===== config.mk =====
export PLATFORM = sky130hd
export DESIGN_NAME = hazard_scoreboard_flat
export DESIGN_NICKNAME = d
export VERILOG_FILES = /design/src/rtl/hazard_scoreboard_pkg.sv /design/src/rtl/hazard_scoreboard_if.sv /design/src/rtl/hazard_scoreboard_match.sv /design/src/rtl/hazard_scoreboard.sv /design/src/flat_wrapper.sv
export SDC_FILE = /design/constraint.sdc
export NUM_CORES = 1
export LEC_CHECK = 0
export BUFFER_PORTS_ARGS = -buffer_cell sky130_fd_sc_hd__buf_2
export CORE_ASPECT_RATIO = 0.8
export CORE_UTILIZATION = 32
export CTS_BUF_LIST = sky130_fd_sc_hd__clkbuf_4 sky130_fd_sc_hd__clkbuf_8
export DETAILED_ROUTE_END_ITERATION = 7
export GPL_TIMING_DRIVEN = 0
export REMOVE_ABC_BUFFERS = 1
export SLEW_MARGIN = 20
export SYNTH_ARGS = -nofsm -noshare
export SYNTH_HDL_FRONTEND = slang
export SYNTH_SLANG_ARGS = --single-unit

===== constraint.sdc =====
create_clock -name clk -period 6.5 [get_ports clk]
set_input_delay 1.3 -clock clk [delete_from_list [all_inputs] [get_ports clk]]
set_output_delay 1.3 -clock clk [all_outputs]
set_load 0.05 [all_outputs]

===== src/rtl/hazard_scoreboard_pkg.sv =====
`default_nettype none
// +----------------------------------------------------------------------------+
// | Module      : hazard_scoreboard_pkg                                        |
// | Description : Shared defaults, descriptor field offsets and stage-entry    |
// |               layout helpers for the Tuse/Tnew hazard scoreboard.          |
// | Revision    : 1.0 - initial release                                        |
// +----------------------------------------------------------------------------+
package hazard_scoreboard_pkg;

    localparam int DEF_NSTAGE = 3;
    localparam int DEF_NSRC   = 2;
    localparam int DEF_REG_AW = 5;
    localparam int DEF_T_W    = 2;
    localparam int DEF_CNT_W  = 32;

    // Forwarding select value meaning "take the operand from the register file".
    localparam int FWD_REGFILE = 0;

    // t_new sits at the bottom of a flattened stage entry.
    localparam int ENT_TNEW_LSB = 0;

    // LSB of source idx inside a packed per-source bus of field width fw.
    function automatic int src_lsb(input int idx, input int fw);
        return idx * fw;
    endfunction

    // Flattened stage entry layout: {valid, r_new, t_new}.
    function automatic int ent_w(input int reg_aw, input int t_w);
        return 1 + reg_aw + t_w;
    endfunction

    function automatic int ent_rnew_lsb(input int t_w);
        return t_w;
    endfunction

    function automatic int ent_valid_bit(input int reg_aw, input int t_w);
        return reg_aw + t_w;
    endfunction

endpackage
`default_nettype wire


===== src/rtl/hazard_scoreboard_if.sv =====
`default_nettype none
// +----------------------------------------------------------------------------+
// | Module      : hazard_scoreboard_if                                         |
// | Description : Decode-stage descriptor inputs and hazard outputs bundle.    |
// | Revision    : 1.0 - initial release                                        |
// +----------------------------------------------------------------------------+
interface hazard_scoreboard_if
    import hazard_scoreboard_pkg::*;
#(
    parameter int NSTAGE = DEF_NSTAGE,
    parameter int NSRC   = DEF_NSRC,
    parameter int REG_AW = DEF_REG_AW,
    parameter int T_W    = DEF_T_W,
    parameter int CNT_W  = DEF_CNT_W
);
    localparam int SEL_W = $clog2(NSTAGE + 1);

    logic                    d_valid;
    logic [REG_AW-1:0]       d_r_new;
    logic [T_W-1:0]          d_t_new;
    logic [NSRC*REG_AW-1:0]  d_r_use;
    logic [NSRC*T_W-1:0]     d_t_use;
    logic                    flush;
    logic                    stall;
    logic [NSRC-1:0]         stall_src;
    logic [NSRC*SEL_W-1:0]   fwd_sel;
    logic [CNT_W-1:0]        stall_cnt;

    // Pipeline control side: presents the D-stage descriptor, consumes hazards.
    modport master (
        output d_valid, d_r_new, d_t_new, d_r_use, d_t_use, flush,
        input  stall, stall_src, fwd_sel, stall_cnt
    );

    // Scoreboard side.
    modport slave (
        input  d_valid, d_r_new, d_t_new, d_r_use, d_t_use, flush,
        output stall, stall_src, fwd_sel, stall_cnt
    );

endinterface
`default_nettype wire


===== src/rtl/hazard_scoreboard_match.sv =====
`default_nettype none
// +----------------------------------------------------------------------------+
// | Module      : hazard_match                                                 |
// | Description : Per-source hazard check: finds the youngest in-flight writer |
// |               of r_use and derives the stall cause and forwarding select.  |
// | Revision    : 1.0 - initial release                                        |
// +----------------------------------------------------------------------------+
module hazard_match
    import hazard_scoreboard_pkg::*;
#(
    parameter int NSTAGE = DEF_NSTAGE,
    parameter int REG_AW = DEF_REG_AW,
    parameter int T_W    = DEF_T_W
) (
    input  wire logic [REG_AW-1:0]                  r_use,
    input  wire logic [T_W-1:0]                     t_use,
    input  wire logic [NSTAGE*(1+REG_AW+T_W)-1:0]   stage_vec,
    output logic                                    stall_src,
    output logic [$clog2(NSTAGE+1)-1:0]             fwd_sel
);
    localparam int SEL_W = $clog2(NSTAGE + 1);
    localparam int ENT_W = ent_w(REG_AW, T_W);
    localparam int V_BIT = ent_valid_bit(REG_AW, T_W);
    localparam int R_LSB = ent_rnew_lsb(T_W);

    logic             hit;
    logic [T_W-1:0]   hit_t_new;
    logic [SEL_W-1:0] hit_stage;

    // Scan oldest to youngest so the youngest matching writer is the last one kept.
    always_comb begin
        hit       = 1'b0;
        hit_t_new = '0;
        hit_stage = '0;
        for (int k = NSTAGE - 1; k >= 0; k--) begin
            if (stage_vec[k*ENT_W + V_BIT] &&
                (stage_vec[k*ENT_W + R_LSB +: REG_AW] == r_use)) begin
                hit       = 1'b1;
                hit_t_new = stage_vec[k*ENT_W + ENT_TNEW_LSB +: T_W];
                hit_stage = SEL_W'(k + 1);
            end
        end
        // Register 0 is hardwired zero and never carries a dependency.
        if (r_use == '0) begin
            hit = 1'b0;
        end
        stall_src = hit && (hit_t_new > t_use);
        fwd_sel   = (hit && (hit_t_new == '0)) ? hit_stage : SEL_W'(FWD_REGFILE);
    end

endmodule
`default_nettype wire


===== src/rtl/hazard_scoreboard.sv =====
`default_nettype none
// +----------------------------------------------------------------------------+
// | Module      : hazard_scoreboard                                            |
// | Description : Tuse/Tnew hazard unit. Tracks in-flight writers through      |
// |               NSTAGE post-decode stages, drives D-stage stall, per-source  |
// |               forwarding selects and a saturating stall-cycle counter.     |
// | Revision    : 1.0 - initial release                                        |
// +----------------------------------------------------------------------------+
module hazard_scoreboard
    import hazard_scoreboard_pkg::*;
#(
    parameter int NSTAGE = DEF_NSTAGE,
    parameter int NSRC   = DEF_NSRC,
    parameter int REG_AW = DEF_REG_AW,
    parameter int T_W    = DEF_T_W,
    parameter int CNT_W  = DEF_CNT_W
) (
    input  wire logic           clk,
    input  wire logic           reset,
    hazard_scoreboard_if.slave  bus
);
    localparam int SEL_W = $clog2(NSTAGE + 1);
    localparam int ENT_W = ent_w(REG_AW, T_W);

    // Index 0 is stage 1 (E); index NSTAGE-1 is the last write stage.
    logic [NSTAGE-1:0]             stg_valid_q, stg_valid_d;
    logic [NSTAGE-1:0][REG_AW-1:0] stg_rnew_q,  stg_rnew_d;
    logic [NSTAGE-1:0][T_W-1:0]    stg_tnew_q,  stg_tnew_d;
    logic [CNT_W-1:0]              stall_cnt_q, stall_cnt_d;

    logic [NSTAGE*ENT_W-1:0]       stage_vec;
    logic [NSRC-1:0]               stall_src;
    logic [NSRC*SEL_W-1:0]         fwd_sel;
    logic                          stall;
    logic                          load;

    // One cycle closer to result availability, floored at zero.
    function automatic logic [T_W-1:0] sat_dec(input logic [T_W-1:0] x);
        return (x == '0) ? '0 : x - 1'b1;
    endfunction

    generate
        for (genvar k = 0; k < NSTAGE; k++) begin : g_flat
            assign stage_vec[k*ENT_W +: ENT_W] = {stg_valid_q[k], stg_rnew_q[k], stg_tnew_q[k]};
        end

        for (genvar i = 0; i < NSRC; i++) begin : g_src
            hazard_match #(
                .NSTAGE (NSTAGE),
                .REG_AW (REG_AW),
                .T_W    (T_W)
            ) u_match (
                .r_use     (bus.d_r_use[src_lsb(i, REG_AW) +: REG_AW]),
                .t_use     (bus.d_t_use[src_lsb(i, T_W) +: T_W]),
                .stage_vec (stage_vec),
                .stall_src (stall_src[i]),
                .fwd_sel   (fwd_sel[src_lsb(i, SEL_W) +: SEL_W])
            );
        end
    endgenerate

    assign stall         = |stall_src;
    assign bus.stall     = stall;
    assign bus.stall_src = stall_src;
    assign bus.fwd_sel   = fwd_sel;
    assign bus.stall_cnt = stall_cnt_q;

    // Next state: load stage 1 (or a bubble), shift older writers unconditionally, count stalls.
    always_comb begin
        load = !(stall || bus.flush || !bus.d_valid || (bus.d_r_new == '0));

        stg_valid_d[0] = load;
        stg_rnew_d[0]  = load ? bus.d_r_new : '0;
        stg_tnew_d[0]  = load ? sat_dec(bus.d_t_new) : '0;

        for (int k = 1; k < NSTAGE; k++) begin
            stg_valid_d[k] = stg_valid_q[k-1];
            stg_rnew_d[k]  = stg_rnew_q[k-1];
            stg_tnew_d[k]  = sat_dec(stg_tnew_q[k-1]);
        end

        stall_cnt_d = (stall && (stall_cnt_q != '1)) ? stall_cnt_q + 1'b1 : stall_cnt_q;
    end

    // State registers; reset clears the pipe so stall drops without waiting for a clock.
    always_ff @(posedge clk or posedge reset) begin
        if (reset) begin
            stg_valid_q <= '0;
            stg_rnew_q  <= '0;
            stg_tnew_q  <= '0;
            stall_cnt_q <= '0;
        end else begin
            stg_valid_q <= stg_valid_d;
            stg_rnew_q  <= stg_rnew_d;
            stg_tnew_q  <= stg_tnew_d;
            stall_cnt_q <= stall_cnt_d;
        end
    end

endmodule
`default_nettype wire


===== src/flat_wrapper.sv =====
// flat-port wrapper written by rule: the top's interface ports become plain ports
module hazard_scoreboard_flat import hazard_scoreboard_pkg::*;
#(
    parameter int NSTAGE = DEF_NSTAGE,
    parameter int NSRC   = DEF_NSRC,
    parameter int REG_AW = DEF_REG_AW,
    parameter int T_W    = DEF_T_W,
    parameter int CNT_W  = DEF_CNT_W
)
  (clk, reset, bus_d_valid, bus_d_r_new, bus_d_t_new, bus_d_r_use, bus_d_t_use, bus_flush, bus_stall, bus_stall_src, bus_fwd_sel, bus_stall_cnt);
  hazard_scoreboard_if #(.NSTAGE(NSTAGE), .NSRC(NSRC), .REG_AW(REG_AW), .T_W(T_W), .CNT_W(CNT_W)) bus_i ();
  input  wire logic clk;
  input  wire logic reset;
  input wire logic [$bits(bus_i.d_valid)-1:0] bus_d_valid;
  input wire logic [$bits(bus_i.d_r_new)-1:0] bus_d_r_new;
  input wire logic [$bits(bus_i.d_t_new)-1:0] bus_d_t_new;
  input wire logic [$bits(bus_i.d_r_use)-1:0] bus_d_r_use;
  input wire logic [$bits(bus_i.d_t_use)-1:0] bus_d_t_use;
  input wire logic [$bits(bus_i.flush)-1:0] bus_flush;
  output wire logic [$bits(bus_i.stall)-1:0] bus_stall;
  output wire logic [$bits(bus_i.stall_src)-1:0] bus_stall_src;
  output wire logic [$bits(bus_i.fwd_sel)-1:0] bus_fwd_sel;
  output wire logic [$bits(bus_i.stall_cnt)-1:0] bus_stall_cnt;
  assign bus_i.d_valid = bus_d_valid;
  assign bus_i.d_r_new = bus_d_r_new;
  assign bus_i.d_t_new = bus_d_t_new;
  assign bus_i.d_r_use = bus_d_r_use;
  assign bus_i.d_t_use = bus_d_t_use;
  assign bus_i.flush = bus_flush;
  assign bus_stall = bus_i.stall;
  assign bus_stall_src = bus_i.stall_src;
  assign bus_fwd_sel = bus_i.fwd_sel;
  assign bus_stall_cnt = bus_i.stall_cnt;
  hazard_scoreboard #(.NSTAGE(NSTAGE), .NSRC(NSRC), .REG_AW(REG_AW), .T_W(T_W), .CNT_W(CNT_W)) u_core (.clk(clk), .reset(reset), .bus(bus_i));
endmodule

# Word-level counts from Yosys, hierarchy flattened
# Cells that the tools add are included.
[word_totals]
ff_bits = 56
output_inout_bits = 39
wordCells = 73
[classes]
n_eq_ne = 7
addsub = 4
reduce_logical = 25
mux = 27
order_cmp = 2
[ops]
columns = ["op", "n"]
rows = [
  ["2-to-1 mux 2 bit", 18],
  ["adder 32 x 1 -> 32 bit, second input constant", 1],
  ["!= test 32 bit, second input constant", 1],
  ["equality test 5 bit", 6],
  ["logical NOT 5 bit", 3],
  ["logical AND 1 bit", 11],
  ["logical NOT 2 bit", 5],
  ["2-to-1 mux 1 bit", 8],
  ["subtractor 2 x 1 -> 2 bit, second input constant", 3],
  ["2-to-1 mux 5 bit", 1],
  ["greater-than comparator 2 bit", 2],
  ["logical OR 1 bit", 3],
  ["logical NOT 1 bit", 2],
  ["OR reduction 2 bit", 1],
]

# Depth between registers and ports, before layout
[depth]
ltp_word = 12
ltp_mapped = 16
mapped_depth_nobuf = 16

# Modules after synthesis
# From an unflattened synthesis, not the netlist that was laid out.
[hier_totals]
cells_unflattened = 281
area_unflattened_um2 = 2957.8
[by_module_without_submodules]
columns = ["module", "area_per_inst_um2", "cells_each", "instances", "seq_area_each_um2"]
rows = [
  ["hazard_scoreboard", 2242.2, 179, 1, 1401.3],
  ["hazard_match", 357.8, 51, 2, 0.0],
]

# Worst setup path before layout
# OpenSTA, ideal clock, no wires.
[synth_path]
kind = "input port to output port"
from = "input port bus_d_r_use[0]"
to = "output port bus_fwd_sel[0]"
t_arrival_ns = 3.817
stages = 7
setup_slack_ns = 1.383
path_cell_list = "xor2_1 -> nor4_2 -> and3_1 -> nor2_1 -> a22oi_1 -> o21ai_0 -> nor4_1"
[synth_between]
elab_chain_len = 8
[synth_rtl]
columns = ["item", "line_no", "rtl"]
rows = [
  ["start, declared", "flat_wrapper.sv:17", "input wire logic [$bits(bus_i.d_r_use)-1:0] bus_d_r_use;"],
  ["equality test 5 bit", "hazard_scoreboard_match.sv:37", "(stage_vec[k*ENT_W + R_LSB +: REG_AW] == r_use)) begin"],
  ["logical AND 1 bit", "hazard_scoreboard_match.sv:36", "if (stage_vec[k*ENT_W + V_BIT] &&"],
  ["2-to-1 mux 1 bit / 2-to-1 mux 2 bit (equally long branches) (3 in series)", "hazard_scoreboard_match.sv:36", ""],
  ["2-to-1 mux 1 bit / logical NOT 2 bit (equally long branches)", "hazard_scoreboard_match.sv:44, hazard_scoreboard_match.sv:48", ""],
  ["logical AND 1 bit", "hazard_scoreboard_match.sv:48", "fwd_sel = (hit && (hit_t_new == '0)) ? hit_stage : SEL_W'(FWD_REGFILE);"],
  ["2-to-1 mux 2 bit (*)", "hazard_scoreboard_match.sv:48", ""],
  ["end, declared", "flat_wrapper.sv:22", "output wire logic [$bits(bus_i.fwd_sel)-1:0] bus_fwd_sel;"],
]
# Mark *: on every way between the ends. The rest lies on a longest branch, timed or not.

# Worst setup path in the final report
[layout_path]
from = "input port bus_d_r_use[0]"
to = "output port bus_stall"
[layout_between]
elab_chain_len = 8
[layout_rtl]
columns = ["item", "line_no", "rtl"]
rows = [
  ["equality test 5 bit", "hazard_scoreboard_match.sv:37", ""],
  ["logical AND 1 bit", "hazard_scoreboard_match.sv:36", ""],
  ["2-to-1 mux 2 bit / 2-to-1 mux 1 bit (equally long branches) (3 in series)", "hazard_scoreboard_match.sv:36", ""],
  ["greater-than comparator 2 bit / 2-to-1 mux 1 bit (equally long branches)", "hazard_scoreboard_match.sv:47, hazard_scoreboard_match.sv:44", ""],
  ["logical AND 1 bit (*)", "hazard_scoreboard_match.sv:47", "stall_src = hit && (hit_t_new > t_use);"],
  ["OR reduction 2 bit (*)", "hazard_scoreboard.sv:62", "assign stall = |stall_src;"],
  ["end, declared", "flat_wrapper.sv:20", "output wire logic [$bits(bus_i.stall)-1:0] bus_stall;"],
]
# Marks and branches as above.

==> flow_summary.ini <==
[timing]
fin_ws_ns = 0.907
finalSetupTns_ns = 0
rsz0062_at_grt = false
finalCritPeriodShare_pct = 86.0
clock_skew_ns = 0.0129
maxSlewViolCount = 0
relSlewSlack_pct = 53.9
min_period_ns = 5.59
worstMarginPinSlew_ns = 0.691
hold_violations = 0
setup_viol = 0
clock.fmax_mhz = 179

[synthesis]
synth_ff_type = dfrtp_1
synthArstFlopShare_pct = 100
ys_seq_elements = 56
synthCells = 284
ys_types = 43
yosysWarnings = 0
synth_area_sq_um = 3010
synth_area_per_cell_sq_um = 10.6
yosysSeqAreaShare_pct = 46.5
synth-edff-count = 0

[cts]
cts.sinks = 56
path_clk_slew_ns = 0.10
cts_buffers = 5
htree_levels = 2
cts.repair.resized = 0
root_buffer = clkbuf_8
tritoncts = yes
post-cts-setup-buffers = 0
cts_hold_buf = 0
cts.path.max_buffers = 2
clock_latency_ns = 0.30

[min_path]
hold_path.class = flip-flop to flip-flop

[worst_setup_path]
crit_type = primary input to output pin
critPathSlowestCell = o21ai_0
cp_max_fo = 9
cp_common_cell = buf_2
cp_top_family = compound AO/OA/AOI/OAI gates
start_kind = primary input
cp_cell_sequence = buf_2 > xor2_1 > nor4_1 > nand3_1 > nor2_1 > a22oi_1 > o21ai_0 > inv_1 > ha_1 > a211o_2 > a31oi_4 > nor2_8 > inv_2 > buf_2
critPathMaxStageDelay_ns = 0.34
crit_arrival_ns = 4.29
end_kind = output pin
crit_buf_inv = 4
required_ns = 5.20

[placed_design]
port_buffers = 63
place_hpwl_um = 5100
place_area_sq_um = 3440
post-place-cells = 457
post-place-ws_ns = 0.863
place_congestion = 0.852

[final_layout]
nFillCells = 925
final_common_cell = buf_2
stdcell_count = 465
drive_gt1_share_pct = 26.9
antennaDiodeCount = 0
final_util_pct = 39.0
final_cell_mix = 63 x buf_2, 56 x dfrtp_1, 52 x xor2_1, 28 x nor2_1, 21 x nand3_1
fin_nets = 379
fin_area_sq_um = 3560
area_growth_pct = 18.0

[global_routing]
grt_use_total_pct = 13.9
grt_pass1_vias = 2143
grt.overflow.total = 0
grt_max_degree = 57
grt_pass1_wl_um = 10800
grt_antenna_before_repair = 0

[die]
die_area_sq_um = 9810
chipHeight_um = 88.8
die_x_um = 110
std_cell_rows = 31
io_pins = 64
design.core.area_sq_um = 9110
start_util_pct = 33.1

[routing]
drt_iter0_markers = 92
drt-vias-per-instance = 4.85
vias = 2256
ant_nets = 0
dr.pass1.iters = 4
wirelength_um = 6640
drc = 0
drt-wirelength-per-cell_um = 14.3

[power]
peakVddDrop_mv = 0.111
p_leak_nw = 1.88
powerDensity_nw_per_um2 = 189

[job]
drv_cap = 0

[status]
outcome = finished, final reports clean
[power by group]
group          internal [W]  switching, W
Sequential         0.000357     0.0000102
Clock              0.000119      0.000112
Combinational     0.0000260     0.0000483
Total              0.000502      0.000170
[path summary, 6_finish.rpt]
path / from / end / slack [ns] / cells past startpoint
max: bus_d_r_use[0] / bus_stall / 0.91 / 14
min: u_core.stage_vec[5] / u_core.stage_vec[13] / 0.44 / 0
max reg2reg: u_core.stage_vec[18] / u_core.bus.stall_cnt[15] / 2.97 / 13
min reg2reg: u_core.stage_vec[5] / u_core.stage_vec[13] / 0.44 / 0
max in group asynchronous: reset / u_core.stage_vec[5] / 4.94 / 2
min in group asynchronous: reset / u_core.bus.stall_cnt[12] / 1.11 / 2
[stage by stage]
| step | hold WS [ns] | power (W) |
|---|---|---|
| 3_3_place_gp | 0.414 | 0.000447 |
| 4_1_cts | 0.450 | 0.000682 |
| 2_1_floorplan | 0.386 | 0.000423 |
| 6_report | 0.445 | 0.000673 |
| 5_1_grt | 0.460 | 0.000705 |
| 3_5_place_dp | 0.432 | 0.000450 |
[final cells by class]
cell class                      count  area, sq um  area share (%)
Multi-Input combinational cell    212         1540            43.3
Sequential cell                    56         1400            39.4
Timing Repair Buffer               63          315            8.87
Tap cell                          115          144            4.05
Clock buffer                        6         76.3            2.15
Inverter                           11         43.8            1.23
Clock inverter                      2         35.0           0.985
[cell families (layout without fill, tap and decap cells)]
logic type	Yosys count	after routing	share of synthesized area, %
xor gates and xnor gates	60	60	17.4
buffers and inverters	16	82	2.37
DFF	56	56	46.5
AOI/OAI and AO/OA	19	19	5.69
adders and majority gates	5	5	2.08
and+or+nand+nor	125	125	24.8
muxes	3	3	1.08
[synthesized netlist by cell type, types with 2 or more instances]
cell type | number | area share [%]
dfrtp_1 | 56 | 47
xor2_1 | 52 | 15
nor2_1 | 28 | 3.5
nand3_1 | 21 | 3.5
nand2_1 | 18 | 2.2
and3_1 | 12 | 2.5
inv_1 | 10 | 1.2
nor3_1 | 10 | 1.7
xnor2_1 | 8 | 2.3
and2_1 | 6 | 1.2
ha_1 | 5 | 2.1
nor4_1 | 5 | 1.0
nor4_2 | 4 | 1.7
o21ai_0 | 4 | 0.66
a211o_1 | 3 | 0.87
buf_4 | 3 | 0.75
or4_1 | 3 | 0.75
a211oi_1 | 2 | 0.50
a21oi_1 | 2 | 0.33
a22oi_1 | 2 | 0.50
a31oi_4 | 2 | 1.4
clkbuf_1 | 2 | 0.25
mux2_2 | 2 | 0.75
nand2b_1 | 2 | 0.42
nand4_1 | 2 | 0.42
nor2b_1 | 2 | 0.42
nor4_4 | 2 | 1.4
[routing by layer]
layer  vias to the layer above  part of all wire (%)  track usage [%]
li1                       1101                     -                -
met1                      1102                    49             20.1
met2                        49                    44             20.6
met3                         4                   5.5             3.63
met4                         0                  0.96             4.12
met5                         -                     0                0
[flip-flops by register name, indices dropped and copies added, names as in the netlist]
signal and count:
u_core.bus.stall_cnt 32, u_core.stage_vec 21, u_core.stg_valid_q 3
[worst reg2reg max path: stages (launching register included)]
cell and delay, ns:
dfrtp_1 0.41, xor2_1 0.16, nor4_1 0.28, nand3_1 0.20
nor2_1 0.23, a22oi_1 0.09, o21ai_0 0.34, inv_1 0.09
ha_1 0.28, a211o_2 0.31, a31oi_4 0.32, o21ai_4 0.23
nor4_1 0.33, xor2_1 0.17
(Power assumes the default switching activity.)
